==> config.mk <==
export PLATFORM = sky130hd
export DESIGN_NAME = gci_std_display_vram_arbiter
export DESIGN_NICKNAME = d
export VERILOG_FILES = /design/src/rtl/gci_std_display_vram_arbiter.sv
export SDC_FILE = /design/constraint.sdc
export NUM_CORES = 1
export LEC_CHECK = 0
export ABC_CLOCK_PERIOD_IN_PS = 6700
export CORE_AREA = 2 2 110 112
export DETAILED_ROUTE_END_ITERATION = 8
export DIE_AREA = 0 0 112 114
export PLACE_DENSITY = 0.74
export SYNTH_ARGS = -nofsm -noshare
export SYNTH_HDL_FRONTEND = slang
export SYNTH_SLANG_ARGS = --single-unit
==> constraint.sdc <==
create_clock -name iCLOCK -period 6.7 [get_ports iCLOCK]
set_clock_uncertainty 0.05 [all_clocks]
set_input_delay 1.34 -clock iCLOCK [delete_from_list [all_inputs] [get_ports iCLOCK]]
set_output_delay 1.34 -clock iCLOCK [all_outputs]
set_load 0.01 [all_outputs]
==> src/rtl/gci_std_display_vram_arbiter.sv <==
`default_nettype none
// ============================================================================
// Module   : gci_std_display_vram_arbiter
// Purpose  : Grants the single VRAM port to one of three display requesters
//            (0 = clear, 1 = character, 2 = bus) in round-robin order. It
//            forwards the owner's transfers to the VRAM side and routes read
//            data back to the owner.
// Ports    : iCLOCK / inRESET (async, active-low) / iRESET_SYNC (sync, high)
//            iRQ_*  : per-requester valid, rw, address slice, RGB slice, finish
//            oRQ_*  : one-hot grant and per-requester busy
//            oRD_*  : read-return valid (owner's bit) and data
//            oIF_* / iIF_* : VRAM-side request/ack/finish handshake, transfer
//            strobe, address and RGB, break, busy and read return
// Config   : GCI_STD_DISPLAY_VRAM_ARB_BURST_LIMIT_EN - when defined, a grant
//            is released after P_BURST_MAX accepted transfers.
// Revision : 1.0 - initial release
// ============================================================================
module gci_std_display_vram_arbiter #(
  parameter int unsigned P_MEM_ADDR_N = 23,
  parameter int unsigned P_BURST_MAX  = 16
) (
  input  logic                      iCLOCK,
  input  logic                      inRESET,
  input  logic                      iRESET_SYNC,
  input  logic [2:0]                iRQ_VALID,
  input  logic [2:0]                iRQ_RW,
  input  logic [3*P_MEM_ADDR_N-1:0] iRQ_ADDR,
  input  logic [71:0]               iRQ_DATA,
  input  logic [2:0]                iRQ_FINISH,
  output logic [2:0]                oRQ_GRANT,
  output logic [2:0]                oRQ_BUSY,
  output logic [2:0]                oRD_VALID,
  output logic [31:0]               oRD_DATA,
  output logic                      oIF_REQ,
  input  logic                      iIF_ACK,
  output logic                      oIF_FINISH,
  input  logic                      iIF_BREAK,
  input  logic                      iIF_BUSY,
  output logic                      oIF_ENA,
  output logic                      oIF_RW,
  output logic [P_MEM_ADDR_N-1:0]   oIF_ADDR,
  output logic [7:0]                oIF_R,
  output logic [7:0]                oIF_G,
  output logic [7:0]                oIF_B,
  input  logic                      iIF_VALID,
  input  logic [31:0]               iIF_DATA
);

  typedef enum logic [2:0] {
    ST_IDLE      = 3'd0,
    ST_REQ       = 3'd1,
    ST_WORK      = 3'd2,
    ST_READ_WAIT = 3'd3,
    ST_END       = 3'd4
  } state_t;

  // The transfer counter is 5 bits wide, so only caps of 1..31 are meaningful.
  if (P_BURST_MAX < 1 || P_BURST_MAX > 31) begin : g_burst_max_unsupported
  end

  state_t      state_q;
  logic [2:0]  grant_q;
  logic [1:0]  owner_q;
  logic [1:0]  last_q;
  logic        brk_pend_q;
  logic [2:0]  rd_valid_q;
  logic [31:0] rd_data_q;
`ifdef GCI_STD_DISPLAY_VRAM_ARB_BURST_LIMIT_EN
  logic [4:0]  cnt_q;
`endif

  // --------------------------------------------------------------------------
  // Round-robin pick: first valid requester starting at (last owner + 1) mod 3
  // --------------------------------------------------------------------------
  logic [1:0] rr_owner_d;
  logic       rr_hit;
  logic [1:0] cand;

  always_comb begin
    rr_owner_d = 2'd0;
    rr_hit     = 1'b0;
    cand       = 2'd0;
    for (int k = 1; k <= 3; k++) begin
      cand = 2'((32'(last_q) + 32'(k)) % 32'd3);
      if (!rr_hit && iRQ_VALID[cand]) begin
        rr_owner_d = cand;
        rr_hit     = 1'b1;
      end
    end
  end

  // --------------------------------------------------------------------------
  // Owner's request slice
  // --------------------------------------------------------------------------
  logic                    owner_valid;
  logic                    owner_rw;
  logic                    owner_finish;
  logic [P_MEM_ADDR_N-1:0] owner_addr;
  logic [23:0]             owner_rgb;

  assign owner_valid  = iRQ_VALID[owner_q];
  assign owner_rw     = iRQ_RW[owner_q];
  assign owner_finish = iRQ_FINISH[owner_q];
  assign owner_addr   = iRQ_ADDR[owner_q*P_MEM_ADDR_N +: P_MEM_ADDR_N];
  assign owner_rgb    = iRQ_DATA[owner_q*24 +: 24];

  logic burst_hit;
`ifdef GCI_STD_DISPLAY_VRAM_ARB_BURST_LIMIT_EN
  assign burst_hit = (cnt_q == 5'(P_BURST_MAX));
`else
  assign burst_hit = 1'b0;
`endif

  // Release conditions win over a transfer in the same cycle. A break seen
  // while a read was outstanding is remembered and honoured on return to WORK.
  logic end_req;
  logic accept;

  assign end_req = (state_q == ST_WORK) &&
                   (iIF_BREAK || brk_pend_q || owner_finish || burst_hit);
  assign accept  = (state_q == ST_WORK) && !end_req && owner_valid && !iIF_BUSY;

  // --------------------------------------------------------------------------
  // Outputs: transfer path is combinational so writes stream at one per cycle;
  // address and RGB are zeroed when nothing is accepted so idle requesters
  // never show up on the VRAM side.
  // --------------------------------------------------------------------------
  assign oRQ_GRANT  = grant_q;
  assign oRQ_BUSY   = ~(grant_q & {3{accept}});
  assign oRD_VALID  = rd_valid_q;
  assign oRD_DATA   = rd_data_q;
  assign oIF_REQ    = (state_q == ST_REQ);
  assign oIF_FINISH = (state_q == ST_END);
  assign oIF_ENA    = accept;
  assign oIF_RW     = accept & owner_rw;
  assign oIF_ADDR   = accept ? owner_addr : '0;
  assign oIF_R      = accept ? owner_rgb[23:16] : 8'd0;
  assign oIF_G      = accept ? owner_rgb[15:8]  : 8'd0;
  assign oIF_B      = accept ? owner_rgb[7:0]   : 8'd0;

  // --------------------------------------------------------------------------
  // Arbitration FSM
  // --------------------------------------------------------------------------
  always_ff @(posedge iCLOCK or negedge inRESET) begin
    if (!inRESET) begin
      state_q    <= ST_IDLE;
      grant_q    <= 3'b000;
      owner_q    <= 2'd0;
      last_q     <= 2'd2;
      brk_pend_q <= 1'b0;
      rd_valid_q <= 3'b000;
      rd_data_q  <= 32'd0;
`ifdef GCI_STD_DISPLAY_VRAM_ARB_BURST_LIMIT_EN
      cnt_q      <= 5'd0;
`endif
    end else if (iRESET_SYNC) begin
      state_q    <= ST_IDLE;
      grant_q    <= 3'b000;
      owner_q    <= 2'd0;
      last_q     <= 2'd2;
      brk_pend_q <= 1'b0;
      rd_valid_q <= 3'b000;
      rd_data_q  <= 32'd0;
`ifdef GCI_STD_DISPLAY_VRAM_ARB_BURST_LIMIT_EN
      cnt_q      <= 5'd0;
`endif
    end else begin
      rd_valid_q <= 3'b000;
      case (state_q)
        ST_IDLE: begin
          if (rr_hit) begin
            owner_q    <= rr_owner_d;
            grant_q    <= 3'b001 << rr_owner_d;
            brk_pend_q <= 1'b0;
            state_q    <= ST_REQ;
`ifdef GCI_STD_DISPLAY_VRAM_ARB_BURST_LIMIT_EN
            cnt_q      <= 5'd0;
`endif
          end
        end
        ST_REQ: begin
          if (iIF_ACK) begin
            state_q <= ST_WORK;
          end
        end
        ST_WORK: begin
          if (end_req) begin
            state_q <= ST_END;
          end else if (accept) begin
`ifdef GCI_STD_DISPLAY_VRAM_ARB_BURST_LIMIT_EN
            cnt_q <= cnt_q + 5'd1;
`endif
            if (!owner_rw) begin
              state_q <= ST_READ_WAIT;
            end
          end
        end
        ST_READ_WAIT: begin
          if (iIF_BREAK) begin
            brk_pend_q <= 1'b1;
          end
          if (iIF_VALID) begin
            rd_valid_q <= grant_q;
            rd_data_q  <= iIF_DATA;
            state_q    <= ST_WORK;
          end
        end
        ST_END: begin
          grant_q    <= 3'b000;
          last_q     <= owner_q;
          brk_pend_q <= 1'b0;
          state_q    <= ST_IDLE;
        end
        default: begin
          state_q <= ST_IDLE;
        end
      endcase
    end
  end

endmodule
`default_nettype wire

==> results.toml <==
[timing]
slew_headroom_pct = 23.37
fin_crit_sh_pct = 86.47
worst_pin_slew_ps = 1150
hold_viol = 0
period_needed_ps = 5793
setup_viol = 0
slew_viol_final = 0
max_freq_mhz = 172.6
fin_setup_tns_ps = 0
rsz0062_at_grt = "no"

[synthesis]
synthFlopType = "dfrtp_1"
syn_area_per_cell_um2 = 8.312
syn_inst = 401
synth.area.top_cells = "dfrtp_1 (34%), mux2i_1 (15%), nor2_1 (11%)"
synth.net_count = 593
synth_edf_count = 0
synth-seq-cells = 46
ys_warn_count = 0
synth.most_common_cell = "nor2_1"
yosys.area.top_type = "dfrtp_1"
synthTopCellsByCount = "nor2_1 (95), a21oi_1 (54), mux2i_1 (49)"
synthArstFlopShare_pct = 100.0
synth.distinct_cells = 40
syn_area_um2 = 3333
seq_area_frac_synth_pct = 34.57
synth_top_area_share_pct = 33.78

[die]
die_y_um = 114
fp.coreArea_um2 = 11710
dieArea_um2 = 12770
die_x_um = 112
io_pins = 281
start_util_pct = 28.46
num_rows = 40

[final_layout]
final_util_pct = 54.46
antennaDiodeCount = 0
area_growth_syn_to_layout_pct = 91.33
drive_gt1_share_pct = 5.295
final_cells = 808
layout.nets = 852

[global_routing]
grt.total_usage_pct = 18.35
grt_pass1_wl_mm = 19.16
grt_pass1_vias = 3971
use_met3_pct = 3.826
grt_overflow_total = 0
met1_usage_pct = 20.07
busiest_layer = "met2"
grt_util_met2_pct = 35.35
grt_max_degree = 52
antenna_found_initial = 0

[min_path]
hp-class = "reg2reg"

[routing]
ant_nets = 0
dr.pass1.iters = 4
drt_iter0_drc = 132
vias_per_cell = 4.873
wl_per_cell_um = 15.53
finalWirelength_mm = 12.55
vias = 3937
drc_errors = 0

[clocking]
cts_made_buffers = 5
cts_tree = "done"
cts_max_path_buffers = 2
clk_latency_ps = 280
cts_hold_buf = 0
path_clk_slew_ps = 60
clockRootBuffer = "clkbuf_16"
cts_resized = 0
post_cts_buffers = 0
cts_htree_levels = 2
clock_sinks = 46

[setup_path]
worst_setup_path_start_kind = "input pin"
worstPathArrival_ps = 4400
cp-end-kind = "output port"
critPathMaxFanout = 49
crit_required_ps = 5310
path_class = "in2out"

[job]
maxCapViolCount = 0

[run_status]
status = "complete, no violations"

[pwr]
power_leakage_nw = 2.482
power_w = 0.0009467
irDropWorstVdd_mv = 0.2008
power-per-cell-area_nw_per_um2 = 148.5

[placement]
port-buffer-count = 280
hpwl_mm = 9.982
gp_congestion = 0.8019
place_inst = 800
registers in the layout (all words and copies together) (netlist names):
signal	flops
oRQ_GRANT	3
brk_pend_q	1
owner_q	2
state_q	3
oRD_DATA	32
last_q	2
oRD_VALID	3
critical path: stages:
cell,delay (ps)
clkdlybuf4s50_1,400
mux2_1,310
a221o_1,340
or4_4,440
a211o_2,680
inv_1,270
clkdlybuf4s50_1,570
layout make-up:
| cell class | instances | area (um2) |
|---|---|---|
| Multi-Input combinational cell | 314 | 2024 |
| Clock inverter | 3 | 23.77 |
| Tap cell | 147 | 183.9 |
| Timing Repair Buffer | 285 | 2835 |
| Clock buffer | 5 | 125.1 |
| Sequential cell | 46 | 1155 |
| Fill cell | 1021 | 5334 |
| Inverter | 8 | 30.03 |
worst paths after layout:
kind | startpoint | depth (start not counted) | slack [ps] | to
worst min-delay path | oRD_DATA[30]$_DFFE_PN0P_ | 1 | 450 | oRD_DATA[30]$_DFFE_PN0P_
min in group asynchronous | inRESET | 1 | 1160 | oRD_DATA[19]$_DFFE_PN0P_
max in group asynchronous | inRESET | 1 | 4790 | owner_q[1]$_DFFE_PN0P_
worst max-delay path | iRQ_FINISH[2] | 7 | 910 | oIF_ENA
worst min register to register | oRD_DATA[30]$_DFFE_PN0P_ | 1 | 450 | oRD_DATA[30]$_DFFE_PN0P_
worst max register to register | owner_q[1]$_DFFE_PN0P_ | 4 | 4240 | state_q[1]$_DFFE_PN0P_
stage by stage:
step	hold WS, ps	setup WS (ps)	cell area (um2)
floorplan	459.2	2235	3333
global placement	434.2	906.3	6228
detailed placement	431.2	869.9	6228
CTS	452.0	878.7	6377
global route	459.4	803.4	6377
finish	445.3	906.8	6377
where the power goes:
group / switching [W] / leakage, nW / internal [W] / total [W]
clock network: 0.000105 / 0.0664 / 0.000139 / 0.000244
registers: 0.0000249 / 0.631 / 0.000295 / 0.000320
logic: 0.000175 / 1.78 / 0.000207 / 0.000382
cell families after synthesis:
family,share of synthesized area [%]
multiplexers,15.73
adder cells (fa/ha/maj),1.126
AO/OA/AOI/OAI,21.47
buffers and inverters,5.330
flip-flops,34.57
AND/OR/NAND/NOR,21.77
per-layer routing:
layer | routed length, um | share of wire (%) | vias to the layer above
met5 | 0 | 0 | -
met4 | 305 | 2.4 | 0
met3 | 902 | 7.2 | 23
met2 | 6640 | 53 | 194
met1 | 4699 | 37 | 1801
li1 | - | - | 1919
layout by cell type (no fill, tap or decap), drive strengths merged, types with 4 or more instances in the layout:
cell           netlist  final
a21oi               54     54
inv                  8      9
nor2b                4      4
mux2i               49     49
clkdlybuf4s50        0    279
nand2               14     14
clkbuf              28      5
dfrtp               45     45
nor2               105    105
buf                  5      6
a22o                33     33
o21ai                7      7
nand2b               9      9
Power figures use the tool's default switching activity.
